### src/rtl/fixed_point_multiplier_pipe.sv
// Pipelined signed fixed-point multiplier with a valid/ready stream interface.
// The product is formed exactly, re-quantised to the C format (truncate or
// round half up), then clamped or wrapped into C_WORD_LEN bits. The result
// then walks through a delay line so that total latency equals PIPE_STAGES.
module fixed_point_multiplier_pipe #(
    parameter int A_FRAC_LEN  = 2,
    parameter int A_WORD_LEN  = 4,
    parameter int B_FRAC_LEN  = 3,
    parameter int B_WORD_LEN  = 7,
    parameter int C_FRAC_LEN  = 2,
    parameter int C_WORD_LEN  = 7,
    parameter int PIPE_STAGES = 2,
    parameter int ROUND_MODE  = 0,
    parameter int SATURATE    = 1
) (
    input  logic                         clk,
    input  logic                         rst_n,
    input  logic                         in_valid,
    output logic                         in_ready,
    input  logic signed [A_WORD_LEN-1:0] a,
    input  logic signed [B_WORD_LEN-1:0] b,
    output logic                         out_valid,
    input  logic                         out_ready,
    output logic signed [C_WORD_LEN-1:0] c,
    output logic                         ovf
);

    // Full product width and the shift that drops the surplus fraction bits.
    localparam int PW    = A_WORD_LEN + B_WORD_LEN;
    localparam int SH    = A_FRAC_LEN + B_FRAC_LEN - C_FRAC_LEN;
    localparam int SH_M1 = (SH > 0) ? SH - 1 : 0;
    // Working width: one bit above the product for the rounding add, and wide
    // enough to hold the C range limits with a spare sign bit.
    localparam int QW    = ((PW + 1 > C_WORD_LEN) ? PW + 1 : C_WORD_LEN) + 1;

    localparam logic signed [QW-1:0] ONE      = 1;
    localparam logic signed [QW-1:0] RND_BIAS =
        ((ROUND_MODE == 1) && (SH > 0)) ? (ONE <<< SH_M1) : '0;
    localparam logic signed [QW-1:0] CMAX =
        {{(QW-C_WORD_LEN+1){1'b0}}, {(C_WORD_LEN-1){1'b1}}};
    localparam logic signed [QW-1:0] CMIN =
        {{(QW-C_WORD_LEN+1){1'b1}}, {(C_WORD_LEN-1){1'b0}}};

    generate
        if (C_FRAC_LEN > A_FRAC_LEN + B_FRAC_LEN) begin : g_bad_frac
            $error("C_FRAC_LEN must not exceed A_FRAC_LEN + B_FRAC_LEN");
        end
        if (PIPE_STAGES < 1) begin : g_bad_stages
            $error("PIPE_STAGES must be at least 1");
        end
    endgenerate

    // Sign-extend the product into the working width, add the rounding bias
    // (zero when truncating) and shift arithmetically, which floors.
    function automatic logic signed [QW-1:0] requant(input logic signed [PW-1:0] p);
        logic signed [QW-1:0] p_ext;
        p_ext = {{(QW-PW){p[PW-1]}}, p};
        p_ext = p_ext + RND_BIAS;
        return p_ext >>> SH;
    endfunction

    // Returns {ovf, c}. Out-of-range values clamp to the nearest limit or keep
    // their low bits; the overflow flag is raised either way.
    function automatic logic [C_WORD_LEN:0] clamp(input logic signed [QW-1:0] q);
        logic [C_WORD_LEN:0] r;
        if (q > CMAX) begin
            r = (SATURATE != 0) ? {1'b1, CMAX[C_WORD_LEN-1:0]} : {1'b1, q[C_WORD_LEN-1:0]};
        end else if (q < CMIN) begin
            r = (SATURATE != 0) ? {1'b1, CMIN[C_WORD_LEN-1:0]} : {1'b1, q[C_WORD_LEN-1:0]};
        end else begin
            r = {1'b0, q[C_WORD_LEN-1:0]};
        end
        return r;
    endfunction

    logic signed [PW-1:0]         a_ext;
    logic signed [PW-1:0]         b_ext;
    logic signed [PW-1:0]         prod_d;
    logic signed [QW-1:0]         quant_d;
    logic        [C_WORD_LEN:0]   res_d;

    logic        [PIPE_STAGES-1:0] vld_q;
    logic        [PIPE_STAGES-1:0] ovf_q;
    logic signed [C_WORD_LEN-1:0]  c_q [PIPE_STAGES];

    logic stall;

    // The whole pipe freezes only when the last stage holds an unaccepted result.
    assign stall    = vld_q[PIPE_STAGES-1] & ~out_ready;
    assign in_ready = ~stall;

    assign out_valid = vld_q[PIPE_STAGES-1];
    assign c         = c_q[PIPE_STAGES-1];
    assign ovf       = ovf_q[PIPE_STAGES-1];

    // Exact product of the sign-extended operands, then re-quantise and range-limit.
    always_comb begin
        a_ext   = {{B_WORD_LEN{a[A_WORD_LEN-1]}}, a};
        b_ext   = {{A_WORD_LEN{b[B_WORD_LEN-1]}}, b};
        prod_d  = a_ext * b_ext;
        quant_d = requant(prod_d);
        res_d   = clamp(quant_d);
    end

    // Stage 0 captures the finished result; later stages form the latency delay line.
    always_ff @(posedge clk or negedge rst_n) begin
        if (!rst_n) begin
            vld_q <= '0;
            ovf_q <= '0;
            for (int i = 0; i < PIPE_STAGES; i++) begin
                c_q[i] <= '0;
            end
        end else if (!stall) begin
            vld_q[0] <= in_valid;
            ovf_q[0] <= res_d[C_WORD_LEN];
            c_q[0]   <= res_d[C_WORD_LEN-1:0];
            for (int i = 1; i < PIPE_STAGES; i++) begin
                vld_q[i] <= vld_q[i-1];
                ovf_q[i] <= ovf_q[i-1];
                c_q[i]   <= c_q[i-1];
            end
        end
    end

endmodule

### config.mk
export PLATFORM = sky130hd
export DESIGN_NAME = fixed_point_multiplier_pipe
export DESIGN_NICKNAME = d
export VERILOG_FILES = /design/src/rtl/fixed_point_multiplier_pipe.sv
export SDC_FILE = /design/constraint.sdc
export NUM_CORES = 1
export LEC_CHECK = 0
export ABC_AREA = 1
export CAP_MARGIN = 15
export CORE_ASPECT_RATIO = 1.75
export CORE_UTILIZATION = 51
export CTS_CLUSTER_DIAMETER = 60
export CTS_CLUSTER_SIZE = 14
export DETAILED_ROUTE_END_ITERATION = 16
export PLACE_DENSITY = 0.74
export SLEW_MARGIN = 10
export SYNTH_ARGS = -nofsm -noshare
export SYNTH_HDL_FRONTEND = slang
export SYNTH_SLANG_ARGS = --single-unit
### constraint.sdc
create_clock -name clk -period 1.7 [get_ports clk]
set_input_delay 0.17 -clock clk [delete_from_list [all_inputs] [get_ports clk]]
set_output_delay 0.17 -clock clk [all_outputs]
set_load 0.05 [all_outputs]
==> run_results.csv, run 1 <==
group,metric,value,unit
route,vias_per_cell,5.07,
run_status,violations,"negative setup slack",
setup_path,r2r_slack,0.55,ns
setup_path,slowest_stage,"fa_1",
sta,max_freq,308,MHz
synth,synth_top_family_by_area,"adder cells",
route,wl,4.34,mm
sta,period_share,191,%
synth,synth_edf_count,0,
clocking,cts_hold_buf,0,
global_routing,grt_overflow_total,0,
pwr,p_per_area,1270,nW/um^2
floorplanning,die_y,80.2,um
finish,multi_input_area,1390,sq um
synth,synth-compound-area-share,7.02,%
clocking,clk_pin_slew_worst_paths,0.06,ns
setup_path,cp_max_fo,3,
route,wl_per_cell,13.3,um
pwr,p_comb_share,69.0,%
floorplanning,num_rows,28,
sta,finalMaxSlewViolations,0,
worst_hold_path,hold_class,"primary input to async pin",
place,gp_congestion,0.764,
sta,setup_viol,8,
setup_path,startpoint,"a[3]",
floorplanning,core,3360,sq um
sta,fin_ws,-1.55,ns
pwr,finalPower,0.00338,W
run_status,outcome,"finished, violations left",
route,drc,0,
setup_path,path_cells,"buf_12 > clkinv_16 > or2_4 > fa_1 > fa_1 > fa_1 > inv_1 > ha_2 > fa_2 > nand2_2 > nand2_4 > xor2_2 > ha_4 > nor2_4 > inv_2 > a21oi_2 > a21oi_1",
floorplanning,initial_utilization,53.0,%
route,vias,1658,
setup_path,cpPeakStageDelay,0.49,ns
setup_path,cp.required,1.84,ns
setup_path,critPathBufInv,4,
setup_path,r2r_end,"c_q[11]",
setup_path,crit_end,"c_q[8]",
finish,stdcell_area,2670,sq um
synth,yosys_most_used_dff,"dfrtp_1",
global_routing,grt_max_degree,19,
clocking,clock_path_buffers,2,
setup_path,crit_path_end_kind,"flop",
finish,nets,332,
sta,worst_clock_skew,0.00102,ns
synth,synthAdderAreaFrac,30.2,%
global_routing,grt_use_total,23.7,%
place,portBuffers,24,
floorplanning,die_x,46.7,um
global_routing,antenna_found_initial,0,
sta,timing_hold_violations_final,0,
global_routing,grt_pass1_vias,1689,
clocking,numClockSinks,18,
setup_path,start_kind,"primary input",
synth,async_flop_share,100,%
pwr,switchingPower,0.00153,W
synth,synth_warnings,0,
global_routing,grt_pass1_wl,6.46,mm
synth,seq_area_frac_synth,25.3,%
synth,syn_nets,273,
setup_path,worstRegToRegCells,5,
setup_path,crit_family,"adder cells",
pwr,peakVddDrop,0.746,mV
finish,ff_latch_area,450,sq um
sta,maxSlewHeadroom,67.3,%
route,antenna_left,0,
synth,ys_ff_latch,18,
clocking,cts_root_buf,"clkbuf_8",
clocking,cts_htree_levels,1,
synth,synth-simple-area-share,22.3,%
setup_path,cp.arrival,3.39,ns
synth,synth_xor_area_share,2.81,%
clocking,numCtsBuffers,3,
job,maxCapViolCount,0,
setup_path,cp_common_cell,"fa_1",
pwr,pwr-share-clk,10.2,%
pwr,total_leakage_power,1.38,nW
sta,tightest_slew,0.490,ns
sta,final.min_clock_period,3.25,ns
setup_path,path_depth,17,
synth,synth_mux_area_share,0,%
synth,synth_cells,224,
synth,synth.distinct_cells,25,
route,drt_first_pass_iters,5,
synth,syn_area,1780,sq um
sta,grt_setup_unrepaired,"true",
finish,nFillCells,222,
route,drt_iter0_drc,15,
synth,syn_avg_cell_area,7.96,sq um
setup_path,path_class,"primary input to flop",
place,post-dp-hpwl,3.01,mm
clocking,cts_tree,"built",
pwr,netSwitchingFraction,45.2,%
floorplanning,ios,25,
pwr,p_int,0.00185,W
clocking,clkLatencyLatePin,0.25,ns
place,placed_area,2340,sq um
pwr,seqPwrFrac,20.9,%
finish,area_delta_synth_final,49.8,%
finish,drive_above_1_share,39.4,%
floorplanning,die_area,3750,sq um
setup_path,regToRegStartpoint,"vld_q[1]",
finish,diodes,0,
-- placed cells by master, fill, tap and decap left out, types with 5 or more instances in the layout --
cell | netlist | layout
nand2_1 | 63 | 53
buf_4 | 7 | 37
inv_1 | 38 | 32
dfrtp_1 | 18 | 18
nand2_2 | 6 | 14
fa_1 | 15 | 13
clkdlybuf4s50_1 | 0 | 13
ha_4 | 0 | 12
a21oi_2 | 2 | 9
nor2_1 | 13 | 9
inv_2 | 2 | 7
ha_1 | 19 | 6
a21oi_1 | 12 | 5
o21ai_1 | 3 | 5
nand3_1 | 8 | 5
dlygate4sd2_1 | 0 | 5
-- worst register-to-register path, cell delays in order, from the launching register on --
cell and delay, ns:
dfrtp_1 0.35, inv_1 0.07, nor2_4 0.22, inv_2 0.18, nor2_1 0.17, a21oi_2 0.05
-- power by group through the flow --
stage	registers [W]	clock network, W	logic (W)
3_3_place_gp	0.000701	0	0.00175
3_5_place_dp	0.000715	0	0.00179
4_1_cts	0.000708	0.000346	0.00197
6_report	0.000705	0.000344	0.00233
5_1_grt	0.000731	0.000357	0.00253
2_1_floorplan	0.000745	0	0.00123
-- cell usage after synthesis (2+ instances only) --
cell / count / share of area, %
inv_1: 38 / 8.0
o21ai_0: 5 / 1.4
nand3_1: 8 / 2.2
o21ai_1: 3 / 0.84
inv_2: 2 / 0.42
buf_4: 7 / 2.9
dfrtp_1: 18 / 25
ha_1: 19 / 13
fa_1: 15 / 17
buf_2: 2 / 0.56
xnor2_1: 2 / 0.98
nor2_1: 13 / 2.7
nand2_2: 6 / 2.1
nand2_1: 63 / 13
a21oi_1: 12 / 3.4
a21oi_2: 2 / 0.98
-- stage by stage --
step                TNS (ns)  util (%)  hold WS, ns  cells  worst slack, ns
floorplan             -12.51         -       -0.126    224            -1.60
global placement      -18.16      69.5        0.430    318            -2.31
detailed placement    -19.00      69.5        0.453    318            -2.42
CTS                   -13.13      74.1        0.261    325            -1.68
global route          -12.93      79.4        0.300    327            -1.65
finish                -12.12      79.4        0.252    327            -1.55
-- cell families (layout without fill, tap and decap cells) --
kind of cell / count (synthesis) / count (layout)
compound gates: 23 / 23
xor+xnor: 4 / 4
fa+ha+maj: 34 / 34
buf+inv: 51 / 109
flops: 18 / 18
simple gates: 94 / 94
-- registers in the layout (all words and copies together) (netlist names) --
name   count
c          7
c_q        7
ovf_q      2
vld_q      2
-- how the worst min path moves through the flow --
stage,start,slack [ns],cells past startpoint,endpoint
after floorplan,rst_n,-0.13,0,c[0]
after global placement,vld_q[0],0.43,2,vld_q[1]
after detailed placement,vld_q[0],0.45,2,vld_q[1]
after CTS,rst_n,0.26,2,c[5]
after global routing,rst_n,0.30,2,c[6]
final,rst_n,0.25,2,ovf_q[1]
-- routing by layer --
metal | vias up | GRT usage (%) | share of wire [%]
li1 | 793 | - | -
met1 | 783 | 20.4 | 33
met2 | 57 | 46.3 | 60
met3 | 25 | 1.35 | 2.5
met4 | 0 | 16.0 | 5.3
met5 | - | 0 | 0
-- what timing repair did --
action / in CTS / in global routing
endpoints found under the setup margin: 8 / 8
buffers inserted: 4 / 2
endpoints found under the hold margin: 0 / 0
gates resized for setup: 31 / 41
pin swaps: 17 / 28
-- final cells by class --
cell class / instances / share of cell area (%)
Sequential cell: 18 / 16.9
Inverter: 42 / 7.03
Clock buffer: 4 / 2.06
Tap cell: 45 / 2.11
Multi-Input combinational cell: 155 / 52.0
Timing Repair Buffer: 63 / 20.0
(Power assumes the default switching activity.)
==> inputs of run 2 (changes only) <==
--- a/config.mk
+++ b/config.mk
@@ -6,7 +6,6 @@
 export NUM_CORES = 1
 export LEC_CHECK = 0
 export ABC_AREA = 1
-export CAP_MARGIN = 15
 export CORE_ASPECT_RATIO = 1.75
 export CORE_UTILIZATION = 51
 export CTS_CLUSTER_DIAMETER = 60
==> results of run 2 <==
Same layout as run 1: the final DEF is identical, and so are final timing and power.
==> inputs of run 3 (changes only) <==
--- a/config.mk
+++ b/config.mk
@@ -6,12 +6,12 @@
 export NUM_CORES = 1
 export LEC_CHECK = 0
 export ABC_AREA = 1
-export CORE_ASPECT_RATIO = 1.75
+export CORE_ASPECT_RATIO = 1.25
 export CORE_UTILIZATION = 51
 export CTS_CLUSTER_DIAMETER = 60
 export CTS_CLUSTER_SIZE = 14
 export DETAILED_ROUTE_END_ITERATION = 16
-export PLACE_DENSITY = 0.74
+export PLACE_DENSITY_LB_ADDON = 0.3
 export SLEW_MARGIN = 10
 export SYNTH_ARGS = -nofsm -noshare
 export SYNTH_HDL_FRONTEND = slang
==> run 3 against run 2 <==
The run still ends with negative setup slack left. Hold slack lost 0.0035 ns. Cell area shrank 5.2%. Fmax grew 0.89%. Power shrank 6.1%. Sequential power is essentially flat. Critical path type unchanged. Highest routed layer unchanged.
==> run_results.csv, run 3 (synthesis results as in run 1) <==
group,metric,value,unit
run_status,outcome,"finished, violations left",
run_status,violations,"negative setup slack",
floorplanning,die_area,3740,sq um
clocking,clkLatencyLatePin,0.25,ns
sta,timing_hold_violations_final,0,
floorplanning,core,3280,sq um
clocking,clock_path_buffers,2,
pwr,total_leakage_power,1.34,nW
floorplanning,num_rows,23,
sta,period_share,189,%
place,placed_area,2350,sq um
global_routing,met1_usage,23.0,%
global_routing,grt_pass1_wl,6.08,mm
finish,nets,329,
sta,fin_ws,-1.52,ns
route,wl_per_cell,12.0,um
clocking,numCtsBuffers,3,
floorplanning,die_x,54.9,um
finish,final_common_cell,"nand2_1",
setup_path,path_class,"primary input to flop",
sta,finalMaxSlewViolations,0,
finish,area_delta_synth_final,42.0,%
pwr,p_per_area,1250,nW/um^2
route,wl,3.80,mm
global_routing,met3_usage,1.78,%
sta,tns,-11.81,ns
floorplanning,die_y,68.1,um
setup_path,cp_max_fo,3,
setup_path,start_kind,"primary input",
sta,worst_clock_skew,0.00145,ns
global_routing,grt_overflow_total,0,
global_routing,grt_max_degree,19,
place,post-dp-hpwl,2.74,mm
global_routing,grt_use_met2,43.8,%
setup_path,cp.required,1.87,ns
clocking,clk_pin_slew_worst_paths,0.06,ns
route,antenna_left,0,
finish,stdcell_area,2530,sq um
finish,post-route-util,77.2,%
job,maxCapViolCount,0,
global_routing,antenna_found_initial,0,
finish,ff_latch_area,450,sq um
global_routing,busiest_layer,"met2",
global_routing,grt_pass1_vias,1527,
finish,multi_input_area,1290,sq um
route,drt_first_pass_iters,4,
setup_path,cp.arrival,3.39,ns
route,vias_per_cell,4.97,
floorplanning,initial_utilization,54.3,%
finish,nFillCells,231,
setup_path,regToRegStartpoint,"vld_q[1]",
sta,maxSlewHeadroom,67.3,%
sta,max_freq,311,MHz
finish,diodes,0,
worst_hold_path,hold_class,"primary input to async pin",
clocking,cts_tree,"built",
global_routing,grt_use_total,22.4,%
clocking,numClockSinks,18,
clocking,cts_hold_buf,0,
sta,final.min_clock_period,3.22,ns
clocking,cts_htree_levels,1,
setup_path,startpoint,"a[3]",
sta,grt_setup_unrepaired,"true",
sta,setup_viol,8,
floorplanning,ios,25,
finish,drive_above_1_share,33.7,%
clocking,cts_root_buf,"clkbuf_8",
place,gp_congestion,0.825,
pwr,peakVddDrop,0.955,mV
route,vias,1572,
finish,final_cell_mix,"nand2_1, buf_4, inv_1, dfrtp_1",
place,portBuffers,24,
route,drc,0,
route,drt_iter0_drc,50,
place,dp_slack,-2.34,ns
setup_path,crit_path_end_kind,"flop",
sta,tightest_slew,0.489,ns
## run 3: cell types whose count changed in the layout (fill, tap and decap cells not counted), sizes merged
| cell | previous run | this run |
|---|---|---|
| buf | 42 | 40 |
| clkbuf | 6 | 5 |
| clkdlybuf4s15 | 0 | 1 |
| dlymetal6s2s | 1 | 0 |
## run 3: repair_timing
item,CTS,global route
gates resized for setup,35,21
pin swaps,16,13
gates cloned,0,0
setup endpoints to repair,8,8
endpoints found under the hold margin,0,0
setup buffers,1,0
## run 3: final timing paths
check / endpoint / slack, ns / cells after the start
min reg2reg: vld_q[1] / 0.46 / 2
min in group clk: vld_q[1] / 0.46 / 2
max reg2reg: c_q[9] / 0.65 / 5
max: c_q[9] / -1.52 / 16
max in group asynchronous: c[1] / 1.26 / 2
min: ovf_q[1] / 0.25 / 2
## run 3: layout make-up
type | count | share of cell area, %
Inverter | 42 | 7.41
Sequential cell | 18 | 17.8
Tap cell | 37 | 1.83
Timing Repair Buffer | 60 | 19.8
Multi-Input combinational cell | 155 | 51.0
Clock buffer | 4 | 2.17
## run 3: worst max-delay path, stage by stage
cell	delay (ns)
buf_12	0.10
clkinv_16	0.04
or2_4	0.22
fa_1	0.49
fa_1	0.42
fa_1	0.48
inv_1	0.04
ha_2	0.19
fa_2	0.37
nand2_2	0.09
nand2_4	0.07
xnor2_4	0.14
ha_4	0.19
a21oi_2	0.11
o21ai_1	0.09
a21oi_1	0.17
## run 3: power breakdown
group,internal (W),switching [W],leakage [nW]
logic,0.000921,0.00121,1.11
registers,0.000617,0.0000894,0.207
clock network,0.000206,0.000134,0.0288
total,0.00174,0.00143,1.34
## run 3: per-stage QoR
| stage | total power [W] | instances | hold WS (ns) |
|---|---|---|---|
| 2_1_floorplan | 0.00198 | 224 | -0.126 |
| 3_3_place_gp | 0.00248 | 313 | 0.430 |
| 3_5_place_dp | 0.00252 | 313 | 0.441 |
| 4_1_cts | 0.00298 | 317 | 0.254 |
| 5_1_grt | 0.00346 | 316 | 0.269 |
| 6_report | 0.00317 | 316 | 0.248 |
## run 3: routing by layer
layer / up-vias / part of all wire, %
li1: 788 / -
met1: 735 / 38
met2: 40 / 57
met3: 9 / 2.4
met4: 0 / 1.9
met5: - / 0
